<file path="src/rtl/soc_ctrl_domain_seq.sv">
// soc_ctrl_domain_seq: N-domain clock-enable / reset sequencer.
// Per-domain PLL-lock wait, timeout, lock-loss recovery and ordering.
module soc_ctrl_domain_seq #(
  parameter int NUM_DOMAINS = 5,
  parameter int CNT_W       = 8,
  parameter int LOCK_TO_CYC = 1024,
  parameter bit ORDERED     = 1'b1
) (
  input  logic                         clk_i,
  input  logic                         arst_i,
  input  logic [NUM_DOMAINS-1:0]       dom_req_i,
  input  logic [NUM_DOMAINS*CNT_W-1:0] dom_dly_i,
  input  logic [NUM_DOMAINS-1:0]       pll_locked_i,
  output logic [NUM_DOMAINS-1:0]       dom_clk_en_o,
  output logic [NUM_DOMAINS-1:0]       dom_arst_n_o,
  output logic [NUM_DOMAINS*3-1:0]     dom_state_o,
  output logic [NUM_DOMAINS-1:0]       dom_err_o,
  output logic [NUM_DOMAINS-1:0]       lock_lost_o,
  output logic                         busy_o
);

  localparam int TO_W = $clog2(LOCK_TO_CYC + 1);
  localparam logic [TO_W-1:0] TO_LAST =
    TO_W'(LOCK_TO_CYC - 1);
  localparam logic [CNT_W-1:0] CNT_ONE = CNT_W'(1);

  typedef enum logic [2:0] {
    S_OFF       = 3'd0,
    S_WAIT_LOCK = 3'd1,
    S_CLK_ON    = 3'd2,
    S_RUN       = 3'd3,
    S_RST_ON    = 3'd4,
    S_ERR       = 3'd5
  } st_e;

  // Registered state of every domain, packed for neighbour lookups.
  logic [NUM_DOMAINS*3-1:0] st_all;
  // Next-state transitional flags, used to register busy.
  logic [NUM_DOMAINS-1:0]   busy_vec;
  logic                     busy_q;

  for (genvar g = 0; g < NUM_DOMAINS; g++) begin : g_dom
    logic             lk_s1_q;
    logic             lk_s2_q;
    st_e              s_q;
    st_e              s_d;
    logic [CNT_W-1:0] dly_in;
    logic [CNT_W-1:0] dly_eff;
    logic [CNT_W-1:0] dly_q;
    logic [CNT_W-1:0] dly_d;
    logic [CNT_W-1:0] cnt_q;
    logic [CNT_W-1:0] cnt_d;
    logic [TO_W-1:0]  to_q;
    logic [TO_W-1:0]  to_d;
    logic             err_q;
    logic             err_d;
    logic             lost_q;
    logic             lost_d;
    logic             clk_en_q;
    logic             arst_n_q;
    logic             up_ok;
    logic             down_ok;
    logic             req;
    logic             locked;
    logic             lock_drop;

    assign req     = dom_req_i[g];
    assign locked  = lk_s2_q;
    assign dly_in  = dom_dly_i[g*CNT_W +: CNT_W];
    assign dly_eff = (dly_in == '0) ? CNT_ONE : dly_in;

    // Power-up waits for the previous domain to be running.
    if (ORDERED && g > 0) begin : g_up
      assign up_ok =
        (st_all[(g-1)*3 +: 3] == S_RUN);
    end else begin : g_up_free
      assign up_ok = 1'b1;
    end

    // Power-down waits for the next domain to be off.
    if (ORDERED && g < NUM_DOMAINS - 1) begin : g_dn
      assign down_ok =
        (st_all[(g+1)*3 +: 3] == S_OFF) ||
        (st_all[(g+1)*3 +: 3] == S_ERR);
    end else begin : g_dn_free
      assign down_ok = 1'b1;
    end

    assign lock_drop = !locked &&
      ((s_q == S_CLK_ON) || (s_q == S_RUN) ||
       (s_q == S_RST_ON));

    // Two-flop synchroniser for the asynchronous PLL lock.
    always_ff @(posedge clk_i or posedge arst_i) begin
      if (arst_i) begin
        lk_s1_q <= 1'b0;
        lk_s2_q <= 1'b0;
      end else begin
        lk_s1_q <= pll_locked_i[g];
        lk_s2_q <= lk_s1_q;
      end
    end

    // Next-state: lock loss > req drop > counter expiry.
    always_comb begin
      s_d    = s_q;
      cnt_d  = cnt_q;
      dly_d  = dly_q;
      to_d   = to_q;
      err_d  = err_q;
      lost_d = 1'b0;
      if (lock_drop) begin
        lost_d = 1'b1;
        if (req) begin
          s_d  = S_WAIT_LOCK;
          to_d = '0;
        end else begin
          s_d = S_OFF;
        end
      end else begin
        unique case (s_q)
          S_OFF: begin
            if (req && up_ok) begin
              s_d  = S_WAIT_LOCK;
              to_d = '0;
            end
          end
          S_WAIT_LOCK: begin
            if (!req) begin
              s_d = S_OFF;
            end else if (locked) begin
              s_d   = S_CLK_ON;
              dly_d = dly_eff;
              cnt_d = dly_eff;
            end else if (to_q == TO_LAST) begin
              s_d   = S_ERR;
              err_d = 1'b1;
            end else begin
              to_d = to_q + TO_W'(1);
            end
          end
          S_CLK_ON: begin
            if (!req) begin
              s_d   = S_RST_ON;
              cnt_d = dly_q;
            end else if (cnt_q == CNT_ONE) begin
              s_d = S_RUN;
            end else begin
              cnt_d = cnt_q - CNT_ONE;
            end
          end
          S_RUN: begin
            if (!req && down_ok) begin
              s_d   = S_RST_ON;
              cnt_d = dly_q;
            end
          end
          S_RST_ON: begin
            if (cnt_q == CNT_ONE) begin
              s_d = S_OFF;
            end else begin
              cnt_d = cnt_q - CNT_ONE;
            end
          end
          S_ERR: begin
            if (!req) begin
              s_d   = S_OFF;
              err_d = 1'b0;
            end
          end
          default: begin
            s_d   = S_OFF;
            err_d = 1'b0;
          end
        endcase
      end
    end

    // Domain state and outputs registered from next-state.
    always_ff @(posedge clk_i or posedge arst_i) begin
      if (arst_i) begin
        s_q      <= S_OFF;
        cnt_q    <= '0;
        dly_q    <= '0;
        to_q     <= '0;
        err_q    <= 1'b0;
        lost_q   <= 1'b0;
        clk_en_q <= 1'b0;
        arst_n_q <= 1'b0;
      end else begin
        s_q      <= s_d;
        cnt_q    <= cnt_d;
        dly_q    <= dly_d;
        to_q     <= to_d;
        err_q    <= err_d;
        lost_q   <= lost_d;
        clk_en_q <= (s_d == S_CLK_ON) ||
                    (s_d == S_RUN) ||
                    (s_d == S_RST_ON);
        arst_n_q <= (s_d == S_RUN);
      end
    end

    assign busy_vec[g] = (s_d == S_WAIT_LOCK) ||
                         (s_d == S_CLK_ON) ||
                         (s_d == S_RST_ON);

    assign st_all[g*3 +: 3] = s_q;
    assign dom_clk_en_o[g]  = clk_en_q;
    assign dom_arst_n_o[g]  = arst_n_q;
    assign dom_err_o[g]     = err_q;
    assign lock_lost_o[g]   = lost_q;
  end

  // Busy flag registered alongside the domain states.
  always_ff @(posedge clk_i or posedge arst_i) begin
    if (arst_i) begin
      busy_q <= 1'b0;
    end else begin
      busy_q <= |busy_vec;
    end
  end

  assign dom_state_o = st_all;
  assign busy_o      = busy_q;

endmodule
</file>
<file path="config.mk">
export PLATFORM = sky130hd
export DESIGN_NAME = soc_ctrl_domain_seq
export DESIGN_NICKNAME = d
export VERILOG_FILES = /design/src/rtl/soc_ctrl_domain_seq.sv
export SDC_FILE = /design/constraint.sdc
export NUM_CORES = 1
export LEC_CHECK = 0
export ABC_AREA = 1
export ABC_CLOCK_PERIOD_IN_PS = 7400
export CORE_UTILIZATION = 50
export CTS_BUF_LIST = sky130_fd_sc_hd__clkbuf_16
export CTS_CLUSTER_DIAMETER = 200
export DETAILED_ROUTE_END_ITERATION = 10
export MAX_ROUTING_LAYER = met4
export PLACE_DENSITY = 0.7
export SLEW_MARGIN = 20
export SYNTH_ARGS = -nofsm -noshare
export SYNTH_HDL_FRONTEND = slang
export SYNTH_SLANG_ARGS = --single-unit
</file>
<file path="constraint.sdc">
create_clock -name clk_i -period 7.4 [get_ports clk_i]
set_input_delay 1.48 -clock clk_i [delete_from_list [all_inputs] [get_ports clk_i]]
set_output_delay 1.48 -clock clk_i [all_outputs]
set_load 0.03 [all_outputs]
</file>
==> metrics.cfg, run 1 <==
[logic_synthesis]
avgSynthCellArea_um2=7.67
synth.distinct_cells=54
synth.area.top_cells=dfrtp_1 43%, nand2_1 9.5%, inv_1 7.2%
syn_nets=1446
synth_top_area_cell=dfrtp_1
syn_inst=1379
synth_edf_count=0
synthMostInstantiatedCell=nand2_1
yosysSeqAreaShare_pct=42.8
ys_seq_elements=181
syn_area_um2=10600
synth.top_cell.area_share_pct=42.8
ys.flop_type=dfrtp_1
synth_warnings=0
ys_async_sr_fraction_pct=100
yosys-top-cells-count=268 x nand2_1, 203 x inv_1, 181 x dfrtp_1

[clocking]
clk_pin_slew_worst_paths_ps=70
cts_buffer_depth=2
clkLatencyLatePin_ps=430
ctsResizeCount=0
hold_buffers=0
cts_tree=yes
cts_root_buffer=clkbuf_16
cts_sinks=181
ctsHtreeMaxLevel=4
postCtsSetupBuffers=0
cts_made_buffers=17

[grt]
grt_pass1_vias=8514
grt_max_degree=117
grt_usage_pct=24.0
grt_pass1_wl_um=41200
grt-ovfl-total=0
antenna_found_initial=0

[timing]
fin_crit_sh_pct=43.3
maxSlewHeadroom_pct=31.2
final-hold-violation-count=0
setup_tns_ps=0
fin_skew_ps=13.6
fmax_mhz=312
holdWs_ps=349
rsz0062_at_grt=no
finalSetupViolCount=0
drv_slew=0
tightest_slew_ps=1030
fin_crit_ps=3210

[die]
dieHeight_um=147
fp-row-count=52
initial_core_util_pct=51.6
die_area_um2=21800
die_w_um=147
core-area_um2=20500
ios=88

[cells_and_area]
diodes=0
multi_input_area_um2=4910
fill_cells=1844
synthToLayoutAreaGrowth_pct=14.6
drive_gt1_share_pct=7.83
regArea_um2=4530
fin_nets=1510

[setup_path]
cpPeakStageDelay_ps=740
critical_path.top_delay_family=compound AO/OA/AOI/OAI gates
path_buf_inv=2
crit_top_cell=o21ai_0
cp_data_required_time_ps=7700
path_cells=clkdlybuf4s50_1 -> inv_1 -> o21ai_1 -> o21ai_0 -> o221ai_1 -> o21ai_0
crit_slowest_cell=clkdlybuf4s50_1
arrival_ps=3510
worstSetupStartpointType=input port
worstSetupPathType=in -> reg
cp_max_fo=10
worstSetupEndpointType=register

[placement]
place_hpwl_um=17700
portBuffers=87
routabilityCongestion=0.890

[power]
powerDensity_nw_per_um2=342
vdd_drop_max_uv=191
p_leak_uw=0.00580

[route]
wl_per_cell_um=14.0
antenna_left=0
route.detailed.drc=0
drt_iter0_markers=685
routed_via_density=5.29
wirelength_um=24100
via_count=9139
drtPass1Iterations=5

[job]
cap_viol_max_count=0

[outcome]
status=complete, no violations

[worst_hold_path]
min-delay-path-class=reg -> reg

report_power, final:
group | leakage [uW] | internal, uW | switching [uW]
logic | 0.00313 | 583 | 1090
clock network | 0.000311 | 570 | 402
registers | 0.00236 | 1280 | 228
total | 0.00580 | 2430 | 1720
flip-flops by register name, indices dropped and copies added, names as in the netlist, 5 cells and up:
signal,flops
g_dom.arst_n_q,5
g_dom.clk_en_q,5
g_dom.cnt_q,40
g_dom.dly_q,40
g_dom.err_q,5
g_dom.lk_s1_q,5
g_dom.lk_s2_q,5
g_dom.lost_q,5
g_dom.s_q,15
g_dom.to_q,55
metrics by stage:
step	cells	setup WS [ps]	cell area (um^2)	util [%]	total power, uW
final	1726	4190	12100	59.2	4150
after global routing	1726	3970	12100	59.2	4470
after CTS	1726	4180	12100	59.2	4170
after detailed placement	1694	3770	11500	56.1	3180
after global placement	1694	3790	11500	56.1	3150
after floorplan	1379	1000	10600	-	2800
final cells by class:
type                    instances  share of cell area (%)
well taps                     270                    2.79
repair buffers                 88                    7.24
multi-input cells             933                    40.5
inverters                     222                    6.93
flip-flops and latches        181                    37.4
clock inverters                15                    1.67
clock buffers                  17                    3.51
cell families after synthesis:
family                   count (synthesis)  synth area share (%)
AND/OR/NAND/NOR                        588                  25.7
AO/OA/AOI/OAI                          301                  16.5
buffers and inverters                  265                  10.8
XOR/XNOR                                26                  2.15
multiplexers                             3                 0.284
flip-flops                             181                  42.8
adder cells (fa/ha/maj)                 15                  1.77
routing by layer:
layer  part of all wire, %  GRT usage [%]
met1                    50           34.2
met3                   4.0           3.89
met2                    45           35.8
met5                     0              -
met4                   1.1           5.52
worst paths after layout:
check,from,cells after the start,endpoint,slack (ps)
min reg2reg,g_dom[0].lk_s1_q,0,g_dom[0].lk_s2_q,350
min in group asynchronous,arst_i,2,g_dom[0].arst_n_q,1610
min,g_dom[0].lk_s1_q,0,g_dom[0].lk_s2_q,350
max,dom_req_i[0],6,g_dom[0].cnt_q[1],4190
max reg2reg,g_dom[0].s_q[1],11,g_dom[0].to_q[6],4970
max in group asynchronous,arst_i,3,g_dom[2].to_q[1],4490
cell usage in the layout (no fill, tap or decap), types with 7 or more instances in the layout:
master             n
a21oi_1           73
a31oi_1           21
clkbuf_16         17
clkdlybuf4s50_1   87
dfrtp_1          181
ha_1              15
inv_1            202
inv_2             19
nand2_1          268
nand2_2           13
nand2_4            7
nand3_1           83
nand3_2            7
nand4_1           24
nor2_1           131
nor2_2             8
nor2_4             7
nor3_1            19
o211ai_1          16
o21ai_0          127
o21ai_1           11
o22ai_1           11
xor2_1            21
No activity file was read; power rests on OpenSTA's default activity.
==> inputs of run 2 (changes only) <==
ABC_CLOCK_PERIOD_IN_PS = 3200   (was 7400)
clock period = 3.2 ns   (was 7.4 ns; I/O delays follow)
==> metrics.cfg, run 2 (synthesis results as in run 1) <==
[die]
dieHeight_um=147
die_w_um=147
core-area_um2=20500
die_area_um2=21800
fp-row-count=52
ios=88
initial_core_util_pct=51.6

[job]
cap_viol_max_count=0

[setup_path]
worst-r2r-setup-slack_ps=800
reg2reg_to=g_dom[0].to_q[2]
worstSetupPathType=reg -> reg
arrival_ps=2750
critPathLaunch=g_dom[0].s_q[1]
r2r_cells=10
cp_data_required_time_ps=3550
timing.rr.start=g_dom[0].s_q[1]
cp_max_fo=13
endpoint=g_dom[0].to_q[2]
worstSetupEndpointType=register
worstSetupStartpointType=register

[placement]
place_inst=1701
routabilityCongestion=0.895
portBuffers=87
dpl_cell_area_um2=11600
place_hpwl_um=17200

[route]
wirelength_um=23500
via_count=9160
wl_per_cell_um=13.6
routed_via_density=5.29
drtPass1Iterations=5
antenna_left=0
drt_iter0_markers=696
route.detailed.drc=0

[timing]
fmax_mhz=417
maxSlewHeadroom_pct=50.3
rsz0062_at_grt=no
fin_crit_sh_pct=75.0
finalSetupViolCount=0
fin_skew_ps=12.1
final-hold-violation-count=0
setup_tns_ps=0
tightest_slew_ps=745
fin_crit_ps=2400
drv_slew=0

[cells_and_area]
fin_util_pct=58.9
mostFrequentLayoutCells=268 x nand2_1, 207 x inv_1, 181 x dfrtp_1, 131 x nor2_1, 127 x o21ai_0
multi_input_area_um2=4910
fin_area_um2=12100
synthToLayoutAreaGrowth_pct=14.0
largest_reg_flops=55
regArea_um2=4530
top_register=g_dom.to_q
fill_cells=1906
final_common_cell=nand2_1
drive_gt1_share_pct=7.73
top_regs=g_dom.to_q (55), g_dom.cnt_q (40), g_dom.dly_q (40)
stdcell_count=1733
fin_nets=1517

[clocking]
cts_tree=yes
hold_buffers=0
clkLatencyLatePin_ps=440
ctsResizeCount=0
cts_buffer_depth=2
clk_pin_slew_worst_paths_ps=70
cts_made_buffers=17
postCtsSetupBuffers=0
ctsHtreeMaxLevel=4
cts_root_buffer=clkbuf_16
cts_sinks=181

[power]
powerDensity_nw_per_um2=763
p_leak_uw=0.00578
vdd_drop_max_uv=434

[grt]
grt_max_degree=129
grt_pass1_vias=8724
grt_usage_pct=23.6
antenna_found_initial=1
grt-ovfl-total=0
grt_pass1_wl_um=40700

[outcome]
status=complete, no violations

[worst_hold_path]
min-delay-path-class=reg -> reg

## run 2: cell count changes in the layout (fill, tap and decap cells not counted), sizes merged
cell / previous run / this run
bufinv: 4 / 0
buf: 1 / 8
clkinv: 7 / 5
inv: 226 / 227
clkinvlp: 0 / 4
diode: 0 / 1
## run 2: worst max-delay path: stages, from the launching register on
cell and delay, ps:
dfrtp_1 510, nor2_4 200, nand2_2 100, nand2_2 220
nand2_2 170, nand3_2 120, nand2_2 70, a211oi_4 410
buf_4 270, nand3_1 90, a22oi_1 150
## run 2: power by group
part | switching [uW] | leakage [uW] | internal (uW) | total [uW]
registers | 523 | 0.00236 | 2960 | 3480
clock network | 877 | 0.000254 | 966 | 1840
logic | 2500 | 0.00316 | 1380 | 3880
## run 2: layout make-up
cell class	count	area share, %
diodes	1	0.0207
clock buffers	17	3.53
clock inverters	14	0.622
inverters	222	6.94
multi-input cells	933	40.7
flip-flops and latches	181	37.6
well taps	270	2.80
repair buffers	95	7.82
## run 2: through the flow
stage               setup slack (ps)  hold slack, ps  power [uW]
floorplan                        237             331        6470
global placement                 534             335        7300
detailed placement               497             335        7360
CTS                              806             350        9250
global route                     622             360        9930
finish                           801             349        9200
## run 2: metal layers
metal  vias to the layer above  share of wire (%)  global-route usage (%)
li1                       4659                  -                       -
met1                      4283                 50                    32.6
met2                       190                 45                    35.4
met3                        28                3.7                    3.70
met4                         0                1.7                    7.99
met5                         -                  0                       -
## run 2: how the worst min path moves through the flow
stage                startpoint               end  cells after the start
2_1_floorplan  g_dom[0].lk_s1_q  g_dom[0].lk_s2_q                      0
3_3_place_gp   g_dom[0].lk_s1_q  g_dom[0].lk_s2_q                      0
3_5_place_dp   g_dom[0].lk_s1_q  g_dom[0].lk_s2_q                      0
4_1_cts        g_dom[0].lk_s1_q  g_dom[0].lk_s2_q                      0
5_1_grt        g_dom[0].lk_s1_q  g_dom[0].lk_s2_q                      0
6_report       g_dom[0].lk_s1_q  g_dom[0].lk_s2_q                      0
==> inputs of run 3 (changes only) <==
ABC_CLOCK_PERIOD_IN_PS = 2400   (was 3200)
clock period = 2.4 ns   (was 3.2 ns; I/O delays follow)
==> metrics.cfg, run 3 (synthesis results as in run 1) <==
[power]
p_leak_uw=0.00592
vdd_drop_max_uv=700
powerDensity_nw_per_um2=1040
power.total_uw=12800

[timing]
finalSetupViolCount=0
drv_slew=0
fin_crit_ps=2200
final-hold-violation-count=0
fin_crit_sh_pct=91.9
rsz0062_at_grt=no
fin_skew_ps=10.4
maxSlewHeadroom_pct=52.2
fmax_mhz=454
holdWs_ps=349
setup_tns_ps=0
tightest_slew_ps=710

[die]
ios=88
die_area_um2=21800
fp-row-count=52
initial_core_util_pct=51.6
die_w_um=147
core-area_um2=20500
dieHeight_um=147

[placement]
portBuffers=87
routabilityCongestion=0.938
dpl_cell_area_um2=11700
place_hpwl_um=18200

[setup_path]
path_cells=clkdlybuf4s50_1
cp_data_required_time_ps=1920
path_buf_inv=1
worstSetupPathType=reg -> out
worstSetupStartpointType=register
cpPeakStageDelay_ps=740
worst-r2r-setup-slack_ps=290
critical_path.top_delay_family=buffers and inverters
worstSetupEndpointType=primary output
crit_slowest_cell=clkdlybuf4s50_1
arrival_ps=1720
cp_max_fo=8

[route]
antenna_left=0
via_count=9308
drtPass1Iterations=5
wl_per_cell_um=13.9
drt_iter0_markers=586
routed_via_density=5.31
wirelength_um=24400
route.detailed.drc=0

[clocking]
clk_pin_slew_worst_paths_ps=70
clkLatencyLatePin_ps=440
cts_sinks=181
cts_tree=yes
cts_buffer_depth=2
cts_root_buffer=clkbuf_16
cts_made_buffers=17
hold_buffers=0
ctsHtreeMaxLevel=4
ctsResizeCount=0
postCtsSetupBuffers=0

[cells_and_area]
regArea_um2=4530
top_register=g_dom.to_q
mostFrequentLayoutCells=268 x nand2_1, 203 x inv_1, 181 x dfrtp_1, 131 x nor2_1, 127 x o21ai_0
synthToLayoutAreaGrowth_pct=16.4
multi_input_area_um2=4910
top_regs=g_dom.to_q (55), g_dom.cnt_q (40), g_dom.dly_q (40)
largest_reg_flops=55
fin_util_pct=60.1
drive_gt1_share_pct=9.45
final_common_cell=nand2_1
fill_cells=1834
fin_area_um2=12300
fin_nets=1537

[grt]
grt_usage_pct=24.1
grt_pass1_wl_um=41300
grt-ovfl-total=0
antenna_found_initial=1
grt_pass1_vias=8674
grt_max_degree=84

[outcome]
status=complete, no violations

[job]
cap_viol_max_count=0

[worst_hold_path]
min-delay-path-class=reg -> reg

-- run 3: cell types whose count changed in the layout (fill, tap and decap cells not counted), sizes merged --
cell	previous run	this run
buf	8	28
clkinv	5	4
clkinvlp	4	3
bufinv	0	2
-- run 3: per-stage QoR --
stage,worst slack (ps),cells
after floorplan,-403,1379
after global placement,109,1721
after detailed placement,104,1721
after CTS,178,1752
after global routing,30.9,1753
final,195,1753
-- run 3: path summary, 6_finish.rpt --
path | cells after the start | endpoint | start
min in group asynchronous | 2 | g_dom[3].lost_q | arst_i
max in group asynchronous | 3 | g_dom[2].cnt_q[0] | arst_i
worst max-delay path | 1 | dom_state_o[9] | g_dom[3].s_q[0]
worst min register to register | 0 | g_dom[4].lk_s2_q | g_dom[4].lk_s1_q
worst max register to register | 14 | busy_o | g_dom[2].to_q[1]
worst min-delay path | 0 | g_dom[4].lk_s2_q | g_dom[4].lk_s1_q
-- run 3: cell type report --
class / instances / area share, %
sequential: 181 / 36.8
timing repair buffer: 115 / 9.18
multi-input combinational: 933 / 39.9
tap: 270 / 2.74
clock buffer: 17 / 3.45
antenna: 1 / 0.0203
clock inverter: 14 / 1.21
inverter: 222 / 6.79
-- run 3: where the power goes --
part,internal (uW),switching [uW],total [uW]
Clock,1540,1230,2760
Sequential,3940,694,4640
Combinational,1960,3410,5370
Total,7440,5330,12800
-- run 3: per-layer routing --
metal / track usage (%) / wire (um) / vias up
li1: - / - / 4704
met5: - / 0 / -
met4: 7.22 / 354 / 0
met3: 4.81 / 1180 / 24
met1: 33.4 / 11900 / 4339
met2: 35.8 / 10900 / 241
